===== config.mk =====
export PLATFORM = sky130hd
export DESIGN_NAME = input_debouncer
export DESIGN_NICKNAME = d
export VERILOG_FILES = /design/src/rtl/input_debouncer.sv
export SDC_FILE = /design/constraint.sdc
export NUM_CORES = 1
export LEC_CHECK = 0
export ABC_AREA = 1
export CORE_MARGIN = 2
export CORE_UTILIZATION = 45
export CTS_BUF_LIST = sky130_fd_sc_hd__clkbuf_16
export DETAILED_ROUTE_END_ITERATION = 16
export PLACE_DENSITY = 0.68
export SLEW_MARGIN = 5
export SYNTH_ARGS = -nofsm -noshare
export SYNTH_HDL_FRONTEND = slang
export SYNTH_SLANG_ARGS = --single-unit

===== constraint.sdc =====
create_clock -name clk -period 2.8 [get_ports clk]
set_input_delay 0.28 -clock clk [delete_from_list [all_inputs] [get_ports clk]]
set_output_delay 0.28 -clock clk [all_outputs]
set_load 0.05 [all_outputs]

===== src/rtl/input_debouncer.sv =====
// Debounces one asynchronous pin: synchroniser, stable-time qualifier FSM,
// registered clean level with rise/fall strobes and a saturating glitch counter.
module input_debouncer #(
  parameter int SYNC_STAGES = 2,
  parameter int CNT_WIDTH   = 8
) (
  input  logic                 clk,
  input  logic                 rst_n,
  input  logic                 raw_in,
  input  logic                 sample_en,
  input  logic [CNT_WIDTH-1:0] threshold,
  input  logic                 clr_glitch,
  output logic                 level,
  output logic                 rise_pulse,
  output logic                 fall_pulse,
  output logic [3:0]           glitch_cnt
);

  typedef enum logic [1:0] {LOW, L2H, HIGH, H2L} state_t;

  logic [SYNC_STAGES-1:0] sync_q;
  logic                   s;
  state_t                 state_q, state_d;
  logic [CNT_WIDTH-1:0]   cnt_q, cnt_d, thr_m1;
  logic                   level_d, rise_d, fall_d, glitch_inc;
  logic [3:0]             glitch_d;

  always_ff @(posedge clk or negedge rst_n) begin
    if (!rst_n) sync_q <= '0;
    else        sync_q <= {sync_q[SYNC_STAGES-2:0], raw_in};
  end

  assign s = sync_q[SYNC_STAGES-1];

  // threshold 0 behaves as 1; compare against thr_eff-1 so a lowered
  // threshold mid-count qualifies on the next tick instead of overrunning.
  assign thr_m1 = (threshold == '0) ? '0 : threshold - CNT_WIDTH'(1);

  always_comb begin
    state_d    = state_q;
    cnt_d      = cnt_q;
    level_d    = level;
    rise_d     = 1'b0;
    fall_d     = 1'b0;
    glitch_inc = 1'b0;
    case (state_q)
      LOW: if (s) begin
        state_d = L2H;
        cnt_d   = '0;
      end
      L2H: begin
        if (!s) begin
          state_d    = LOW;
          glitch_inc = 1'b1;
        end else if (sample_en) begin
          if (cnt_q >= thr_m1) begin
            state_d = HIGH;
            level_d = 1'b1;
            rise_d  = 1'b1;
          end else begin
            cnt_d = cnt_q + CNT_WIDTH'(1);
          end
        end
      end
      HIGH: if (!s) begin
        state_d = H2L;
        cnt_d   = '0;
      end
      H2L: begin
        if (s) begin
          state_d    = HIGH;
          glitch_inc = 1'b1;
        end else if (sample_en) begin
          if (cnt_q >= thr_m1) begin
            state_d = LOW;
            level_d = 1'b0;
            fall_d  = 1'b1;
          end else begin
            cnt_d = cnt_q + CNT_WIDTH'(1);
          end
        end
      end
      default: state_d = LOW;
    endcase
  end

  always_comb begin
    glitch_d = glitch_cnt;
    if (clr_glitch)                            glitch_d = 4'd0;
    else if (glitch_inc && glitch_cnt != 4'hF) glitch_d = glitch_cnt + 4'd1;
  end

  always_ff @(posedge clk or negedge rst_n) begin
    if (!rst_n) begin
      state_q    <= LOW;
      cnt_q      <= '0;
      level      <= 1'b0;
      rise_pulse <= 1'b0;
      fall_pulse <= 1'b0;
      glitch_cnt <= 4'd0;
    end else begin
      state_q    <= state_d;
      cnt_q      <= cnt_d;
      level      <= level_d;
      rise_pulse <= rise_d;
      fall_pulse <= fall_d;
      glitch_cnt <= glitch_d;
    end
  end

endmodule


Word-level counts from Yosys, hierarchy flattened
Cells that the tools add are included.

Bits in registers: 19. Output and inout port bits: 7. Input port bits: 13. Logic and storage cells: 70.

Add/sub/neg operators: 3. Multiplexer cells: 35. Equality and inequality tests: 16. Reductions and logical operators: 8. Order comparisons: 1.

Operator list (number): 8-bit 2-to-1 mux (7); 8-bit case mux with 4 select lines (1); 2-bit 2-to-1 mux (8); 2-bit != test, second input constant (8); 1-bit 2-to-1 mux (14); 3-bit != test, second input constant (4); 8-bit by 1-bit adder with 8-bit output, second input constant (1); 8-bit greater-or-equal comparator (1); 8-bit zero test (1); 4-bit 2-to-1 mux (2); 2-bit case mux with 4 select lines (1); 8-bit by 1-bit subtractor with 8-bit output, second input constant (1); 7-bit AND reduction (1); 6-bit AND reduction (1); 4-bit by 1-bit adder with 4-bit output, second input constant (1); 2-bit == test, second input constant (2); 4-bit != test, second input constant (1); 1-bit case mux with 2 select lines (2); 4-bit AND reduction (1); 2-bit nonzero test (2); 2-bit by 1-bit == test with 1-bit output, second input constant (1); 2-bit zero test (1); 1-bit logical AND (1).

Longest topological paths before layout
Gate-level depths: netlist of run 1.

Depth after elaboration: 7. Mapped depth: 17. Mapped depth without buffers: 17.

Worst setup path before layout of run 1
Ideal clock, no wire load.

Kind: input port to flip-flop. From: input threshold[0]. To: register cnt_q[3]. Stages: 12. Slack: 0.802 ns. Arrival time: 1.880 ns. Data required time: 2.683 ns. Path buffers: 0. Library setup time: 0.117 ns. Cells stage by stage: inv_1 ha_1 nand2_1 nor3_2 inv_1 nand3_1 ha_1 a21o_1 nor2_1 nand4_2 nand3_1 nand2_1.

Word-level cells in the longest chain between the ends: 7. Elaborated cells between the ends (all ways): 9. Those cells by class: add/sub (1); order compare (1); mux (6); reduce/logical (1).

RTL lines: from (decl) (RTL line 11) `input logic [CNT_WIDTH-1:0] threshold,`; 8-bit by 1-bit subtractor with 8-bit output / 8-bit zero test (equally long branches) (RTL line 37) `assign thr_m1 = (threshold == '0) ? '0 : threshold - CNT_WIDTH'(1);`; 8-bit 2-to-1 mux (*) (RTL line 37); 8-bit greater-or-equal comparator (*) (RTL line 56, 74); 8-bit 2-to-1 mux (*) (2 in a row); 8-bit 2-to-1 mux (on tied branches); 8-bit case mux with 4 select lines (*); to (signal assigned) (RTL line 103) `cnt_q <= cnt_d;`; to (decl) (RTL line 24) `logic [CNT_WIDTH-1:0] cnt_q, cnt_d, thr_m1;`.

Mark *: on every way between the ends. The rest lies on a longest branch, timed or not. The select of a mux whose other input is x is not followed. A chain may end at the register's enable or synchronous reset.

Final worst setup path of run 1
From: input threshold[0]. To: register cnt_q[2].

The elaborated chain is that of the path after synthesis.

==> results.ini, run 1 <==
[run_status]
violations=DRC
status=complete, but fails checks

[grt]
antenna_found_initial=0
grt_max_degree=20
grt_use_total_pct=19.0
grt_pass1_wl_mm=5.13
overflow=0
grt_pass1_vias=1241

[critical_path]
ff2ff_path_depth=7
arrival_ps=2700
cp.required_ps=2930
endpoint_kind=register
cp_slowest_stage_delay_ps=490
crit_path_max_fanout=8
slowest_stage=clkdlybuf4s50_1
path_cells=clkdlybuf4s50_1 -> inv_1 -> ha_1 -> nand2_1 -> nor3_4 -> a21oi_1 -> o21ai_0 -> ha_1 -> a21oi_1 -> nor2_1 -> nor2_1 -> nand4_2 -> nand3_1 -> nand2_1
crit_type=in -> reg
worst_setup_path_start_kind=primary input

[route]
first_iter_violations=51
vias=1273
drc=1
dr.pass1.iters=10
ant_nets=0
routedWlPerCell_um=12.3
drt-total-wl_mm=2.93
avgViaCountPerCell=5.35

[power_and_ir_drop]
power_density_mw_per_mm2=450
total_power_w=0.000753
leakage_nw=0.859
seqPwrFrac_pct=41.6
internal_power_w=0.000542
clkPwrFrac_pct=37.3
combPwrFrac_pct=21.1
max-vdd-ir-drop_mv=0.319
swShare_pct=28.1
power.switching_w=0.000211

[worst_hold_path]
holdPathStages=0
hold_path_class=reg -> reg

[finish]
fin_cells=238
utilization_pct=59.6
layout.nets=232
layout-drive-gt1-share_pct=10.1
area_growth_pct=23.1
antennaDiodeCount=0

[sta]
clock.fmax_mhz=389
slew_headroom_pct=43.9
setup_slack_ps=228
worstMarginPinSlew_ps=839
clock_skew_ps=2.04
drv_slew=0
tns_ps=0
period_share_pct=91.9
post-route-min-period_ps=2570
hold_viol_final=0
rsz0062_at_grt=no
setup_viol_count_final=0

[yosys]
synth_most_common_cell=nand2_1
ys_ff_latch=19
synth_common_cells=nand2_1 (41), nand3_1 (26), nor2_1 (23), inv_1 (22), dfrtp_1 (19)
yosysTopAreaCellShare_pct=35.0
synth.area.top_cells=dfrtp_1 (35%), nand2_1 (11%), ha_1 (10%)
post_synth.cell_area_avg_um2=7.38
synthFlopType=dfrtp_1
synth_enable_flop_cells=0
syn_inst=184
syn_area_mm2=0.00136
async_flop_share_pct=100
synth_nets=208
ys_seq_area_share_pct=35.0
synth_top_area_cell=dfrtp_1
synth_cell_type_count=27
yosys_warnings=0

[place]
io_buffer_count=19
placedCellCount=234
dp_slack_ps=9.54
place_congestion=0.830
hpwl_mm=2.28

[clocking]
post-cts-setup-buffers=0
clock-sinks=19
clockBufferDepth=2
hold_buffers=0
cts_made_buffers=3
cts_tree=done
h-tree-depth=1
path_clk_slew_ps=50
cts-root-buf=clkbuf_16
clk_latency_ps=240

[floorplan]
start_util_pct=48.4
chipHeight_um=58.9
num_rows=19
core_area_mm2=0.00281
fp.dieW_um=58.9
pin_count=20
die-area_mm2=0.00347

[flow_run]
maxCapViolCount=0

==> repair_timing <==
| action | 4_1_cts | 5_1_grt |
|---|---|---|
| setup endpoints to repair | 0 | 1 |
| hold endpoints to repair | 0 | 0 |
| resized for setup | 0 | 1 |
==> power groups by stage <==
stage / logic, W / clock network (W) / registers (W)
2_1_floorplan: 0.0000918 / 0 / 0.000324
3_3_place_gp: 0.000155 / 0 / 0.000316
3_5_place_dp: 0.000160 / 0 / 0.000317
4_1_cts: 0.000161 / 0.000296 / 0.000312
5_1_grt: 0.000181 / 0.000310 / 0.000316
6_report: 0.000159 / 0.000281 / 0.000313
==> logic make-up (layout without fill, tap and decap cells) <==
group	Yosys count	after routing	share of synthesized area, %
AOI/OAI and AO/OA	14	14	5.99
xor gates and xnor gates	5	5	3.23
adders and majority gates	11	11	10.1
buffers and inverters	25	48	6.91
DFF	19	19	35.0
and+or+nand+nor	110	110	38.7
==> state kept, by name (all words and copies together) (netlist names), named ones only <==
signal      flops
fall_pulse      1
glitch_cnt      4
state_q         1
level           1
rise_pulse      1
cnt_q           8
sync_q          2
==> worst max-delay path, delay by kind of cell <==
family                     cells  cell delay [ps]
AOI/OAI and AO/OA              3              370
adders and majority gates      2              500
buffers and inverters          2              550
and+or+nand+nor                7              990
==> routing by layer <==
| metal | part of all wire (%) | up-vias | global-route usage (%) |
|---|---|---|---|
| met2 | 51 | 31 | 34.3 |
| met1 | 44 | 589 | 22.6 |
| met5 | 0 | - | 0 |
| li1 | - | 649 | - |
| met4 | 1.2 | 0 | 8.12 |
| met3 | 3.8 | 4 | 2.42 |
==> area by class of cell <==
type,instances,area (um^2)
Fill cell,258,1130
Multi-Input combinational cell,140,795
Sequential cell,19,475
Timing Repair Buffer,19,190
Inverter,25,93.8
Clock buffer,3,75.1
Tap cell,31,38.8
Clock inverter,1,3.75
==> metrics by stage <==
stage                     cell area, um^2  hold WS (ps)
after floorplan                      1360         -15.6
after global placement               1590           333
after detailed placement             1590           337
after CTS                            1670           350
after global routing                 1670           380
final                                1670           348
==> final timing paths <==
check | from | end | slack (ps)
max in group asynchronous | rst_n | cnt_q[7] | 1760
min in group asynchronous | rst_n | sync_q[0] | 520
setup reg to reg | cnt_q[5] | cnt_q[2] | 1020
hold / removal | sync_q[0] | sync_q[1] | 350
hold reg to reg | sync_q[0] | sync_q[1] | 350
setup / recovery | threshold[0] | cnt_q[2] | 230
==> cell usage in the layout, fill, tap and decap left out <==
cell,Yosys,final
or2_2,4,4
a21oi_1,5,5
nor2_1,23,23
nand2_2,1,1
nor3_4,0,1
nor3b_1,1,1
o21ai_2,1,1
nand4_2,2,2
inv_2,3,3
a211oi_1,1,1
nand2_1,41,41
o21ai_0,4,4
inv_1,22,23
dfrtp_1,19,19
or2_0,1,1
o21ai_1,1,1
ha_1,11,11
nor3_1,1,1
o31ai_1,1,1
clkbuf_16,0,3
clkdlybuf4s50_1,0,19
a21o_1,1,1
nand2_4,2,2
xor2_1,3,3
nand3_2,1,1
xnor2_1,2,2
nor2_2,3,3
nand4_1,3,3
nand3_1,26,26
Power figures use the tool's default switching activity.
==> inputs of run 2 (changes only) <==
--- a/config.mk
+++ b/config.mk
@@ -6,11 +6,12 @@
 export NUM_CORES = 1
 export LEC_CHECK = 0
 export ABC_AREA = 1
-export CORE_MARGIN = 2
+export CORE_MARGIN = 5
 export CORE_UTILIZATION = 45
 export CTS_BUF_LIST = sky130_fd_sc_hd__clkbuf_16
 export DETAILED_ROUTE_END_ITERATION = 16
 export PLACE_DENSITY = 0.68
+export RECOVER_POWER = 100
 export SLEW_MARGIN = 5
 export SYNTH_ARGS = -nofsm -noshare
 export SYNTH_HDL_FRONTEND = slang
==> results.ini, run 2 (same netlist as run 1, synthesis figures left out) <==
[floorplan]
die-area_mm2=0.00422
fp.dieW_um=64.9
pin_count=20
start_util_pct=45.6
chipHeight_um=64.9
num_rows=20
core_area_mm2=0.00298

[clocking]
hold_buffers=0
h-tree-depth=1
clock-sinks=19
path_clk_slew_ps=50
post-cts-setup-buffers=0
cts_tree=done
cts-root-buf=clkbuf_16
cts_resized=0
clockBufferDepth=2
clk_latency_ps=250
cts_made_buffers=3

[finish]
top_regs=cnt_q (8), glitch_cnt (4), sync_q (2)
layout-drive-gt1-share_pct=9.66
layout.nets=232
final_common_cell=nand2_1
fillers=300
layout.area.seq_um2=475
fin_cells=240
largest_register=cnt_q
fin_area_mm2=0.00166
area_growth_pct=22.3
layout_common_cells=nand2_1 (41), nand3_1 (26), nor2_1 (24)
multi_input_area_um2=779
largest_reg_flops=8
antennaDiodeCount=0

[sta]
clock_skew_ps=2.97
rsz0062_at_grt=no
tns_ps=0
hold_viol_final=0
fin_hold_ws_ps=359
post-route-min-period_ps=2520
setup_slack_ps=278
period_share_pct=90.1
clock.fmax_mhz=397
worstMarginPinSlew_ps=876
drv_slew=0
slew_headroom_pct=41.4
setup_viol_count_final=0

[critical_path]
cp_slowest_stage_delay_ps=490
path_cells=clkdlybuf4s50_1 -> inv_1 -> ha_1 -> nand2_1 -> nor3_2 -> a21oi_1 -> o21ai_0 -> ha_1 -> a21oi_1 -> nor2_1 -> nor2_1 -> nand4_2 -> nand3_1 -> nand2_1
slowest_stage=clkdlybuf4s50_1
arrival_ps=2660
worst_setup_path_start_kind=primary input
crit_path_max_fanout=8
crit_type=in -> reg
endpoint_kind=register
cp.required_ps=2930

[power_and_ir_drop]
leakage_nw=0.868
max-vdd-ir-drop_mv=0.383
power_density_mw_per_mm2=457

[route]
vias=1299
dr.pass1.iters=4
avgViaCountPerCell=5.41
routedWlPerCell_um=12.8
ant_nets=0
drc=0
drt-total-wl_mm=3.07
first_iter_violations=71

[grt]
grt_pass1_wl_mm=5.42
grt_max_degree=20
grt_use_total_pct=16.0
grt_pass1_vias=1319
antenna_found_initial=0
overflow=0

[place]
place_congestion=0.863
hpwl_mm=2.42
placedCellCount=236
io_buffer_count=19
placed_cell_area_mm2=0.00159
dp_slack_ps=37.6

[worst_hold_path]
hold_path_class=reg -> reg

[run_status]
status=complete, no violations

[flow_run]
maxCapViolCount=0

==> run 2: cell count changes in the layout (fill, tap and decap cells not counted), sizes merged <==
cell,delta
clkdlybuf4s50,-9
clkinv,+1
dlygate4sd3,+9
inv,-1
==> run 2: power by group <==
part           total (W)  internal (W)  switching (W)
registers       0.000312      0.000290      0.0000223
logic           0.000157     0.0000593      0.0000982
clock network   0.000288      0.000191      0.0000971
total           0.000758      0.000541       0.000218
==> run 2: final timing paths <==
check / start / cells after the start / to / slack, ps
setup reg to reg: cnt_q[5] / 7 / cnt_q[0] / 1080
setup / recovery: threshold[0] / 14 / cnt_q[0] / 280
hold reg to reg: sync_q[0] / 0 / sync_q[1] / 360
min in group asynchronous: rst_n / 1 / fall_pulse / 600
max in group asynchronous: rst_n / 1 / cnt_q[5] / 1660
hold / removal: sync_q[0] / 0 / sync_q[1] / 360
==> run 2: per-stage QoR <==
| step | total power, W | util [%] |
|---|---|---|
| finish | 0.000758 | 55.8 |
| global route | 0.000805 | 55.8 |
| CTS | 0.000773 | 56.1 |
| detailed placement | 0.000478 | 53.4 |
| global placement | 0.000470 | 53.4 |
| floorplan | 0.000416 | - |
==> run 2: area by class of cell <==
class                   instances  share of cell area (%)
inverters                      25                    5.65
repair buffers                 19                    11.5
multi-input cells             140                    46.9
clock inverters                 1                   0.301
flip-flops and latches         19                    28.6
clock buffers                   3                    4.52
well taps                      33                    2.49
==> run 2: routing by layer <==
layer	wire (um)	part of all wire (%)	global-route usage, %
met1	1260	41	17.0
met2	1660	54	30.8
met3	128	4.2	2.43
met4	23	0.75	6.60
met5	0	0	0
==> run 2: worst max-delay path: cells and delay by family <==
| family | cells | cell delay [ps] |
|---|---|---|
| adders and majority gates | 2 | 510 |
| buffers and inverters | 2 | 560 |
| and+or+nand+nor | 7 | 940 |
| AOI/OAI and AO/OA | 3 | 370 |
